`src/rtl/fetch_pkg.sv`:
```
// Shared types and constants for the fetch sequencer: PC width, FSM states,
// redirect priorities and the pending-redirect record.
package fetch_pkg;

  localparam int PC_WIDTH = 32;
  localparam logic [PC_WIDTH-1:0] DEFAULT_LOADER_ADDR = 32'hF000_0000;
  localparam logic [PC_WIDTH-1:0] DEFAULT_EXC_VECTOR  = 32'h8000_0180;

  typedef enum logic [1:0] {
    ST_BOOT  = 2'd0,
    ST_FETCH = 2'd1,
    ST_STALL = 2'd2
  } fetch_state_e;

  // Numeric order is the arbitration order: larger value wins.
  typedef enum logic [1:0] {
    PRIO_NONE = 2'd0,
    PRIO_BR   = 2'd1,
    PRIO_ERET = 2'd2,
    PRIO_EXC  = 2'd3
  } redir_prio_e;

  typedef struct packed {
    logic                valid;
    redir_prio_e         prio;
    logic [PC_WIDTH-1:0] target;
  } redir_t;

  function automatic logic [PC_WIDTH-1:0] word_align(input logic [PC_WIDTH-1:0] a);
    return {a[PC_WIDTH-1:2], 2'b00};
  endfunction

endpackage

```
`src/rtl/fetch_sequencer_if.sv`:
```
// Handshake bundle between the core pipeline / imem and the fetch sequencer.
interface fetch_sequencer_if;
  import fetch_pkg::*;

  logic [PC_WIDTH-1:0] pc_cur;
  logic                stall_in;
  logic                imem_ready;
  logic                br_valid;
  logic [PC_WIDTH-1:0] br_target;
  logic                exc_valid;
  logic                eret_valid;
  logic [PC_WIDTH-1:0] eret_target;
  logic [PC_WIDTH-1:0] pc_next;
  logic                pc_stall;
  logic                fetch_req;
  logic                flush;
  logic [1:0]          state_o;

  modport master (
    output pc_cur, stall_in, imem_ready, br_valid, br_target,
           exc_valid, eret_valid, eret_target,
    input  pc_next, pc_stall, fetch_req, flush, state_o
  );

  modport slave (
    input  pc_cur, stall_in, imem_ready, br_valid, br_target,
           exc_valid, eret_valid, eret_target,
    output pc_next, pc_stall, fetch_req, flush, state_o
  );

endinterface

```
`src/rtl/fetch_sequencer_redirect_arb.sv`:
```
// Combinational redirect arbiter: picks the strongest of this cycle's requests
// and the pending redirect. A new request replaces pending at equal or higher priority.
module redirect_arb
  import fetch_pkg::*;
(
  input  logic                exc_valid,
  input  logic [PC_WIDTH-1:0] exc_target,
  input  logic                eret_valid,
  input  logic [PC_WIDTH-1:0] eret_target,
  input  logic                br_valid,
  input  logic [PC_WIDTH-1:0] br_target,
  input  redir_t              pend,
  output redir_t              win,
  output logic                win_is_new
);

  redir_t new_req;

  always_comb begin
    new_req = '0;
    if (exc_valid) begin
      new_req = '{valid: 1'b1, prio: PRIO_EXC, target: exc_target};
    end else if (eret_valid) begin
      new_req = '{valid: 1'b1, prio: PRIO_ERET, target: eret_target};
    end else if (br_valid) begin
      new_req = '{valid: 1'b1, prio: PRIO_BR, target: br_target};
    end
  end

  always_comb begin
    win        = pend;
    win_is_new = 1'b0;
    if (new_req.valid && (!pend.valid || new_req.prio >= pend.prio)) begin
      win        = new_req;
      win_is_new = 1'b1;
    end
  end

endmodule

```
`src/rtl/fetch_sequencer.sv`:
```
// PC sequencer: BOOT/FETCH/STALL FSM plus a single pending-redirect register.
// Build option FETCH_DELAY_SLOT_EN: branches take one delay-slot fetch and never flush.
module fetch_sequencer
  import fetch_pkg::*;
#(
  parameter logic [PC_WIDTH-1:0] LOADER_ADDR = DEFAULT_LOADER_ADDR,
  parameter logic [PC_WIDTH-1:0] EXC_VECTOR  = DEFAULT_EXC_VECTOR
) (
  input  logic              clk,
  input  logic              reset,
  fetch_sequencer_if.slave  bus
);

  fetch_state_e        state_q, state_d;
  redir_t              pend_q, pend_d;
  redir_t              win;
  logic                win_is_new;
  logic                stall_c;
  logic                defer;
  logic [PC_WIDTH-1:0] pc_inc;
`ifdef FETCH_DELAY_SLOT_EN
  logic                slot_q, slot_d;
`endif

  redirect_arb u_arb (
    .exc_valid   (bus.exc_valid),
    .exc_target  (EXC_VECTOR),
    .eret_valid  (bus.eret_valid),
    .eret_target (bus.eret_target),
    .br_valid    (bus.br_valid),
    .br_target   (bus.br_target),
    .pend        (pend_q),
    .win         (win),
    .win_is_new  (win_is_new)
  );

  assign stall_c = bus.stall_in | ~bus.imem_ready;
  assign pc_inc  = word_align(bus.pc_cur + 32'd4);

  always_comb begin
    state_d       = state_q;
    pend_d        = pend_q;
    defer         = 1'b0;
    bus.pc_next   = LOADER_ADDR;
    bus.pc_stall  = 1'b1;
    bus.fetch_req = 1'b0;
    bus.flush     = 1'b0;
    bus.state_o   = reset ? ST_BOOT : state_q;
`ifdef FETCH_DELAY_SLOT_EN
    slot_d        = slot_q;
    // A branch waits in pending until one delay-slot advance has passed.
    defer = win.valid && (win.prio == PRIO_BR) && (win_is_new || slot_q);
`endif

    if (reset) begin
      state_d = ST_BOOT;
    end else if (state_q == ST_BOOT) begin
      state_d = ST_FETCH;
    end else begin
      bus.fetch_req = 1'b1;
      bus.pc_stall  = stall_c;
      bus.pc_next   = pc_inc;
      state_d       = stall_c ? ST_STALL : ST_FETCH;
      if (defer) begin
        pend_d = win;
`ifdef FETCH_DELAY_SLOT_EN
        slot_d = stall_c;
`endif
      end else if (win.valid) begin
        if (stall_c) begin
          pend_d = win;
`ifdef FETCH_DELAY_SLOT_EN
          slot_d = 1'b0;
`endif
        end else begin
          bus.pc_next = word_align(win.target);
`ifdef FETCH_DELAY_SLOT_EN
          bus.flush   = (win.prio != PRIO_BR);
          slot_d      = 1'b0;
`else
          bus.flush   = 1'b1;
`endif
          pend_d      = '0;
        end
      end
    end
  end

  always_ff @(posedge clk) begin
    if (reset) begin
      state_q <= ST_BOOT;
      pend_q  <= '0;
    end else begin
      state_q <= state_d;
      pend_q  <= pend_d;
    end
  end

`ifdef FETCH_DELAY_SLOT_EN
  always_ff @(posedge clk) begin
    if (reset) begin
      slot_q <= 1'b0;
    end else begin
      slot_q <= slot_d;
    end
  end
`endif

endmodule

```
`src/flat_wrapper.sv`:
```
// flat-port wrapper written by rule: the top's interface ports become plain ports
module fetch_sequencer_flat import fetch_pkg::*;
#(
  parameter logic [PC_WIDTH-1:0] LOADER_ADDR = DEFAULT_LOADER_ADDR,
  parameter logic [PC_WIDTH-1:0] EXC_VECTOR  = DEFAULT_EXC_VECTOR
)
  (clk, reset, bus_pc_cur, bus_stall_in, bus_imem_ready, bus_br_valid, bus_br_target, bus_exc_valid, bus_eret_valid, bus_eret_target, bus_pc_next, bus_pc_stall, bus_fetch_req, bus_flush, bus_state_o);
  fetch_sequencer_if bus_i ();
  input  logic clk;
  input  logic reset;
  input wire logic [$bits(bus_i.pc_cur)-1:0] bus_pc_cur;
  input wire logic [$bits(bus_i.stall_in)-1:0] bus_stall_in;
  input wire logic [$bits(bus_i.imem_ready)-1:0] bus_imem_ready;
  input wire logic [$bits(bus_i.br_valid)-1:0] bus_br_valid;
  input wire logic [$bits(bus_i.br_target)-1:0] bus_br_target;
  input wire logic [$bits(bus_i.exc_valid)-1:0] bus_exc_valid;
  input wire logic [$bits(bus_i.eret_valid)-1:0] bus_eret_valid;
  input wire logic [$bits(bus_i.eret_target)-1:0] bus_eret_target;
  output wire logic [$bits(bus_i.pc_next)-1:0] bus_pc_next;
  output wire logic [$bits(bus_i.pc_stall)-1:0] bus_pc_stall;
  output wire logic [$bits(bus_i.fetch_req)-1:0] bus_fetch_req;
  output wire logic [$bits(bus_i.flush)-1:0] bus_flush;
  output wire logic [$bits(bus_i.state_o)-1:0] bus_state_o;
  assign bus_i.pc_cur = bus_pc_cur;
  assign bus_i.stall_in = bus_stall_in;
  assign bus_i.imem_ready = bus_imem_ready;
  assign bus_i.br_valid = bus_br_valid;
  assign bus_i.br_target = bus_br_target;
  assign bus_i.exc_valid = bus_exc_valid;
  assign bus_i.eret_valid = bus_eret_valid;
  assign bus_i.eret_target = bus_eret_target;
  assign bus_pc_next = bus_i.pc_next;
  assign bus_pc_stall = bus_i.pc_stall;
  assign bus_fetch_req = bus_i.fetch_req;
  assign bus_flush = bus_i.flush;
  assign bus_state_o = bus_i.state_o;
  fetch_sequencer #(.LOADER_ADDR(LOADER_ADDR), .EXC_VECTOR(EXC_VECTOR)) u_core (.clk(clk), .reset(reset), .bus(bus_i));
endmodule
```
`config.mk`:
```
export PLATFORM = sky130hd
export DESIGN_NAME = fetch_sequencer_flat
export DESIGN_NICKNAME = d
export VERILOG_FILES = /design/src/rtl/fetch_pkg.sv /design/src/rtl/fetch_sequencer_if.sv /design/src/rtl/fetch_sequencer_redirect_arb.sv /design/src/rtl/fetch_sequencer.sv /design/src/flat_wrapper.sv
export SDC_FILE = /design/constraint.sdc
export NUM_CORES = 1
export LEC_CHECK = 0
export ABC_AREA = 1
export BUFFER_PORTS_ARGS = -buffer_cell sky130_fd_sc_hd__buf_4
export CAP_MARGIN = 20
export CORE_ASPECT_RATIO = 1.75
export CORE_MARGIN = 2
export CORE_UTILIZATION = 54
export CTS_CLUSTER_SIZE = 25
export DETAILED_ROUTE_END_ITERATION = 7
export HOLD_SLACK_MARGIN = 0.05
export PLACE_DENSITY = 0.88
export SYNTH_ARGS = -nofsm -noshare
export SYNTH_HDL_FRONTEND = slang
export SYNTH_SLANG_ARGS = --single-unit
```
`constraint.sdc`:
```
create_clock -name clk -period 3.2 [get_ports clk]
set_clock_uncertainty 0.1 [all_clocks]
set_input_delay 0.16 -clock clk [delete_from_list [all_inputs] [get_ports clk]]
set_output_delay 0.16 -clock clk [all_outputs]
set_load 0.05 [all_outputs]
```
==> flow_summary.yaml, run 1 <==
global_route:
  wire_length_of_the_first_global_routing_pass_um: 19600
  total_routing_usage_reported_by_global_routing_pct: 35.2
  number_of_antenna_violations_at_the_first_check_in_global_routing: 0
  grt_pass1_vias: 4396
  grt_max_degree: 38
  grt_overflow: 0
sta:
  rsz0062_at_grt: "no"
  fin_crit_ns: 2.79
  maxSlewViolCount: 0
  post_route_fraction_of_the_period_consumed_by_the_critical_path_pct: 87.1
  fmax_ghz: 0.359
  timing.slew.headroom_pct: 62.0
  timing.setup.tns_ns: 0
  final_hold_viol_count: 0
  timing_worst_slew_pin_value_ns: 0.569
  finalSetupViolCount: 0
hold_path:
  hold_path.class: "in2reg"
  hold_path_end: "u_core.state_q[1]$_SDFF_PN0_"
  worst_hold_startpoint: "bus_imem_ready"
  hold_path_depth: 4
finish:
  mostFrequentLayoutCells: "sky130_fd_sc_hd__nand2_1 (322), sky130_fd_sc_hd__buf_4 (140), sky130_fd_sc_hd__nand3_1 (76)"
  design_area_sq_mm: 0.00459
  final_nets: 903
  final_common_cell: "sky130_fd_sc_hd__nand2_1"
  fillCellCount: 552
  syn_to_final_growth_pct: 31.4
  drive_gt1_share_pct: 20.3
  n_antenna_cell: 0
  fin_cells: 877
cts:
  cts.repair_timing.setup_buffer_count: 0
  clk_pin_slew_worst_paths_ns: 0.07
  numClockSinks: 35
  clock_path_buffers: 2
  clock_tree_from_tritoncts: "yes"
  clock_tree.htree_level_count: 2
  clk-insertion-delay-late_ns: 0.30
  num_cts_buffers: 5
  clk_root_buffer_cell: "sky130_fd_sc_hd__clkbuf_8"
critical_path:
  worstReg2RegStart: "u_core.pend_q[33]$_SDFFE_PP0P_"
  worst-path-max-fanout: 32
  endpoint_kind: "output port"
  setup.worst_path.start_class: "input port"
  critical_path.reg2reg.endpoint: "u_core.pend_q[4]$_SDFFE_PP0P_"
  worst_setup_path_category: "in2out"
  r2r.worst_path.cells: 9
  reg2reg_setup_slack_ns: 1.07
  crit_path_frequent_cell: "sky130_fd_sc_hd__nand2_1"
  critical_path.cell_chain: "buf_4 > nor2_1 > nor2_1 > ha_1 > inv_1 > nand2_1 > nand2_1 > nand2_1 > nand2_2 > nand2_1 > nand3_1 > nand2_1 > a21oi_1 > buf_4"
  cp.required_ns: 2.94
  worst-endpoint-arrival_ns: 2.53
  cp_max_stage_cell: "sky130_fd_sc_hd__nand2_2"
  cpPeakStageDelay_ns: 0.41
synthesis:
  synth.yosys.warnings: 0
  synth-seq-cells: 35
  yosys.cell_types.count: 26
  syn-instance-count: 678
  syn_area_sq_mm: 0.00349
  sequential_share_of_the_synthesized_area_pct: 20.1
  synth.avg_cell_area_sq_um: 5.15
place:
  buffer_ports.inserted: 131
  dpl-instance-area_sq_mm: 0.00449
  place_hpwl_um: 9780
  gp_congestion: 0.907
  place.detailed.instances: 869
pwr:
  leakage_component_of_the_power_nw: 2.29
  power_per_cell_area_mw_per_mm2: 311
  power.ir.vdd_worst_mv: 0.318
routing:
  drtAntennaViolNets: 0
  detailed_route_wl_um: 12400
  wl_per_cell_um: 14.1
  post-route-drc-count: 0
  dr_vias: 4789
  routed_via_density: 5.46
  first_pass_iters: 5
  detail_route.iter0.violations: 299
floorplan:
  die_outline_area_sq_mm: 0.00715
  row_count: 38
  io-pin-count: 140
  core_sq_mm: 0.00623
  floorplan.initialDensity_pct: 56.0
  die_w_um: 64.8
  fp.dieH_um: 110
outcome:
  outcome: "finished, final reports clean"
run:
  max-cap-violations: 0
==> worst max path at each step <==
stage,slack [ns],from,to
2_1_floorplan,0.24,u_core.state_q[0]$_SDFF_PP0_,bus_pc_next[11]
3_3_place_gp,0.54,bus_eret_valid,bus_pc_next[5]
3_5_place_dp,0.47,bus_eret_valid,bus_pc_next[19]
4_1_cts,0.43,bus_eret_valid,bus_pc_next[26]
5_1_grt,0.16,bus_eret_valid,bus_pc_next[26]
6_report,0.41,bus_eret_valid,bus_pc_next[26]
==> what timing repair did <==
action	in CTS	in global routing
endpoints found under the hold margin	1	0
gates resized for setup	0	0
hold buffers	1	0
setup endpoints to repair	0	0
==> metal layers <==
metal | GRT usage (%) | part of all wire (%) | vias to the layer above
met3 | 5.08 | 7.3 | 39
met5 | 0 | 0 | -
met4 | 21.6 | 4.6 | 0
met2 | 64.2 | 53 | 256
met1 | 37.6 | 35 | 2128
li1 | - | - | 2366
==> state kept, by name, indices dropped and copies added, names as in the netlist <==
| signal | count |
|---|---|
| u_core.pend_q | 33 |
| u_core.state_q | 2 |
==> per-stage QoR <==
stage          util [%]  hold WS (ns)  total power [mW]  setup slack (ns)
2_1_floorplan         -         0.227             0.867             0.243
3_3_place_gp       72.1         0.338              1.07             0.541
3_5_place_dp       72.1         0.347              1.09             0.468
4_1_cts            73.6         0.126              1.42             0.431
5_1_grt            73.6         0.180              1.50             0.156
6_report           73.6         0.127              1.42             0.414
==> Yosys cell counts (all sizes together) <==
library cell / count / share of area, %
a21o: 2 / 0.43
a21oi: 56 / 8.4
a31o: 1 / 0.25
buf: 21 / 3.5
clkbuf: 9 / 0.97
conb: 1 / 0.11
dfxtp: 35 / 20
ha: 3 / 1.1
inv: 55 / 5.9
nand2: 325 / 35
nand3: 76 / 11
nand3b: 4 / 0.86
nand4: 5 / 0.90
nor2: 61 / 6.9
o211ai: 2 / 0.43
o21ai: 10 / 1.4
or2: 4 / 0.72
xnor2: 3 / 0.75
xor2: 5 / 1.3
==> where the power goes <==
group          internal, mW  switching [mW]  leakage (nW)  total (mW)
combinational         0.215           0.397          1.95       0.611
clock                 0.169           0.168        0.0470       0.337
sequential            0.463          0.0133         0.285       0.476
total                 0.846           0.578          2.29        1.42
==> cells by family after synthesis <==
group,count (synthesis),synth area share [%]
AND/OR/NAND/NOR,475,55.5
buffers and inverters,85,10.4
AO/OA/AOI/OAI,71,10.9
flip-flops,35,20.1
XOR/XNOR,8,2.01
adder cells (fa/ha/maj),3,1.08
other,1,0.107
==> worst max-delay path, delay by kind of cell <==
kind | cells | cell delay, ns
AND/OR/NAND/NOR | 9 | 1.31
buffers and inverters | 3 | 0.59
AO/OA/AOI/OAI | 1 | 0.20
adder cells (fa/ha/maj) | 1 | 0.25
==> final cells by class <==
class / count / area [sq um] / area share, %
Multi-Input combinational cell: 559 / 2430 / 53.0
Timing Repair Buffer: 141 / 1060 / 23.1
Sequential cell: 35 / 701 / 15.3
Inverter: 55 / 206 / 4.50
Tap cell: 80 / 100 / 2.18
Clock buffer: 6 / 82.6 / 1.80
Clock inverter: 1 / 5.00 / 0.109
No activity file was read; power rests on OpenSTA's default activity.
==> run 2: changes to the inputs <==
BUFFER_PORTS_ARGS = -buffer_cell sky130_fd_sc_hd__buf_2   (was -buffer_cell sky130_fd_sc_hd__buf_4)
==> run 2 against run 1 <==
Global-route usage fell by 1.6 points. Critical path depth is 4 lower. Count of clock-buffer cells in the layout rose by 2. Die area unchanged. Core utilization decreased by 4.8 points. Final cell count up 0.34%. Design area fell by 6.5%. Largest power group unchanged.
==> flow_summary.yaml, run 2 (synthesized netlist as in run 1, its figures left out) <==
routing:
  detail_route.iter0.violations: 351
  wl_per_cell_um: 13.6
  detailed_route_wl_um: 12000
  first_pass_iters: 7
  met1Wirelength_um: 4260
  post-route-drc-count: 0
  route.met3.wl_um: 834
  met2_routed_length_um: 6300
  dr_vias: 4715
  routed_via_density: 5.36
  maxUsedRoutingLayer: "met4"
  drtAntennaViolNets: 0
pwr:
  switching_share_pct: 41.2
  power_switching_mw: 0.580
  pwr-share-comb_pct: 39.9
  seqPwrFrac_pct: 33.8
  total_power_mw: 1.41
  power.ir.vdd_worst_mv: 0.351
  p_clk_share_pct: 26.2
  leakage_component_of_the_power_nw: 2.21
  cellInternalPower_mw: 0.826
  power_per_cell_area_mw_per_mm2: 328
finish:
  mostFrequentLayoutCells: "sky130_fd_sc_hd__nand2_1 (322), sky130_fd_sc_hd__buf_2 (131), sky130_fd_sc_hd__nand3_1 (76)"
  largest-register: "u_core.pend_q"
  largest_reg_flops: 33
  final_common_cell: "sky130_fd_sc_hd__nand2_1"
  fillCellCount: 602
  syn_to_final_growth_pct: 22.8
  drive_gt1_share_pct: 20.5
  final_nets: 905
  reg_top3: "u_core.pend_q (33), u_core.state_q (2)"
  regArea_sq_um: 701
  area_of_the_multi_input_gates_sq_mm: 0.00243
  n_antenna_cell: 0
global_route:
  grt_max_degree: 37
  grt_overflow: 0
  grt_pass1_vias: 4121
  wire_length_of_the_first_global_routing_pass_um: 18600
  number_of_antenna_violations_at_the_first_check_in_global_routing: 0
  total_routing_usage_reported_by_global_routing_pct: 33.6
sta:
  final_hold_viol_count: 0
  timing.setup.tns_ns: 0
  fin_crit_ns: 2.79
  finalSetupViolCount: 0
  fmax_ghz: 0.358
  maxSlewViolCount: 0
  post_route_fraction_of_the_period_consumed_by_the_critical_path_pct: 87.3
  rsz0062_at_grt: "no"
  timing.slew.headroom_pct: 62.3
  timing_worst_slew_pin_value_ns: 0.565
cts:
  clk_pin_slew_worst_paths_ns: 0.07
  clock_tree_from_tritoncts: "yes"
  clk-insertion-delay-late_ns: 0.30
  clock_tree.htree_level_count: 2
  clock_path_buffers: 2
  ctsResizeCount: 0
  num_cts_buffers: 5
  clk_root_buffer_cell: "sky130_fd_sc_hd__clkbuf_8"
  cts.repair_timing.setup_buffer_count: 0
  numClockSinks: 35
critical_path:
  worst-path-max-fanout: 23
  cpPeakStageDelay_ns: 0.41
  reg2reg_setup_slack_ns: 0.94
  crit_path_frequent_cell: "sky130_fd_sc_hd__nand2_1"
  r2r.worst_path.cells: 10
  cp_max_stage_cell: "sky130_fd_sc_hd__nand2_2"
  cp.required_ns: 2.94
  setup.worst_path.start_class: "flip-flop"
  critical_path.cell_chain: "inv_1 > ha_1 > nor2_1 > nand2_1 > nand2_2 > nand2_1 > nand3_1 > nand2_1 > a21oi_1 > buf_2"
  worst-endpoint-arrival_ns: 2.53
  endpoint_kind: "output port"
  worst_setup_path_category: "reg2out"
  worstReg2RegStart: "u_core.pend_q[33]$_SDFFE_PP0P_"
  critical_path.reg2reg.endpoint: "u_core.pend_q[33]$_SDFFE_PP0P_"
floorplan:
  row_count: 38
  die_outline_area_sq_mm: 0.00715
  io-pin-count: 140
  floorplan.initialDensity_pct: 56.0
  core_sq_mm: 0.00623
  fp.dieH_um: 110
  die_w_um: 64.8
hold_path:
  hold_path_end: "u_core.state_q[1]$_SDFF_PN0_"
  hold_path.class: "in2reg"
  hold_path_depth: 4
  worst_hold_startpoint: "bus_imem_ready"
place:
  buffer_ports.inserted: 131
  place_hpwl_um: 9400
  gp_congestion: 0.940
outcome:
  outcome: "finished, final reports clean"
run:
  max-cap-violations: 0
## run 2: cell count changes in the layout (fill, tap and decap cells not counted)
cell,delta
sky130_fd_sc_hd__buf_4,-129
sky130_fd_sc_hd__clkbuf_8,+1
sky130_fd_sc_hd__clkbuf_1,+1
sky130_fd_sc_hd__buf_2,+131
sky130_fd_sc_hd__clkinv_2,-1
## run 2: worst max-delay path by stage
stage / start / slack [ns] / end
floorplan: u_core.state_q[0]$_SDFF_PP0_ / 0.24 / bus_pc_next[11]
global placement: bus_br_valid / 0.52 / bus_pc_next[5]
detailed placement: bus_br_valid / 0.49 / bus_pc_next[5]
CTS: u_core.pend_q[33]$_SDFFE_PP0P_ / 0.43 / bus_pc_next[5]
global route: bus_br_valid / 0.18 / bus_pc_next[5]
finish: u_core.pend_q[33]$_SDFFE_PP0P_ / 0.41 / bus_pc_next[26]
## run 2: area by class of cell
type | instances | area share, %
timing repair buffer | 143 | 17.5
sequential | 35 | 16.3
multi-input combinational | 559 | 56.7
inverter | 55 | 4.82
tap | 80 | 2.34
clock buffer | 8 | 2.34
## run 2: worst max-delay path, delay by kind of cell, from the launching register on
kind	cells	cell delay, ns
compound gates	1	0.19
simple gates	6	1.16
buf+inv	2	0.35
flops	1	0.35
fa+ha+maj	1	0.18
## run 2: per-stage QoR
step,hold WS [ns],std cells,utilization [%],area (sq um),setup WS [ns]
finish,0.124,880,68.8,4290,0.407
global route,0.212,880,68.8,4290,0.178
CTS,0.121,880,68.8,4290,0.431
detailed placement,0.355,871,67.1,4180,0.494
global placement,0.345,871,67.1,4180,0.517
floorplan,0.227,679,-,3490,0.243
## run 2: timing repair
action / CTS / global route
setup endpoints to repair: 0 / 0
endpoints found under the hold margin: 1 / 0
hold buffers: 1 / 0
## run 2: routing by layer
layer | vias to the layer above | global-route usage, %
met4 | 0 | 19.1
met5 | - | 0
met3 | 37 | 3.96
li1 | 2367 | -
met1 | 2081 | 37.7
met2 | 230 | 60.5
## run 2: power groups by stage
stage                     sequential, mW  combinational (mW)  clock (mW)
final                              0.475               0.561       0.369
after global routing               0.477               0.615       0.386
after CTS                          0.475               0.555       0.373
after detailed placement           0.485               0.552           0
after global placement             0.483               0.544           0
after floorplan                    0.482               0.385           0
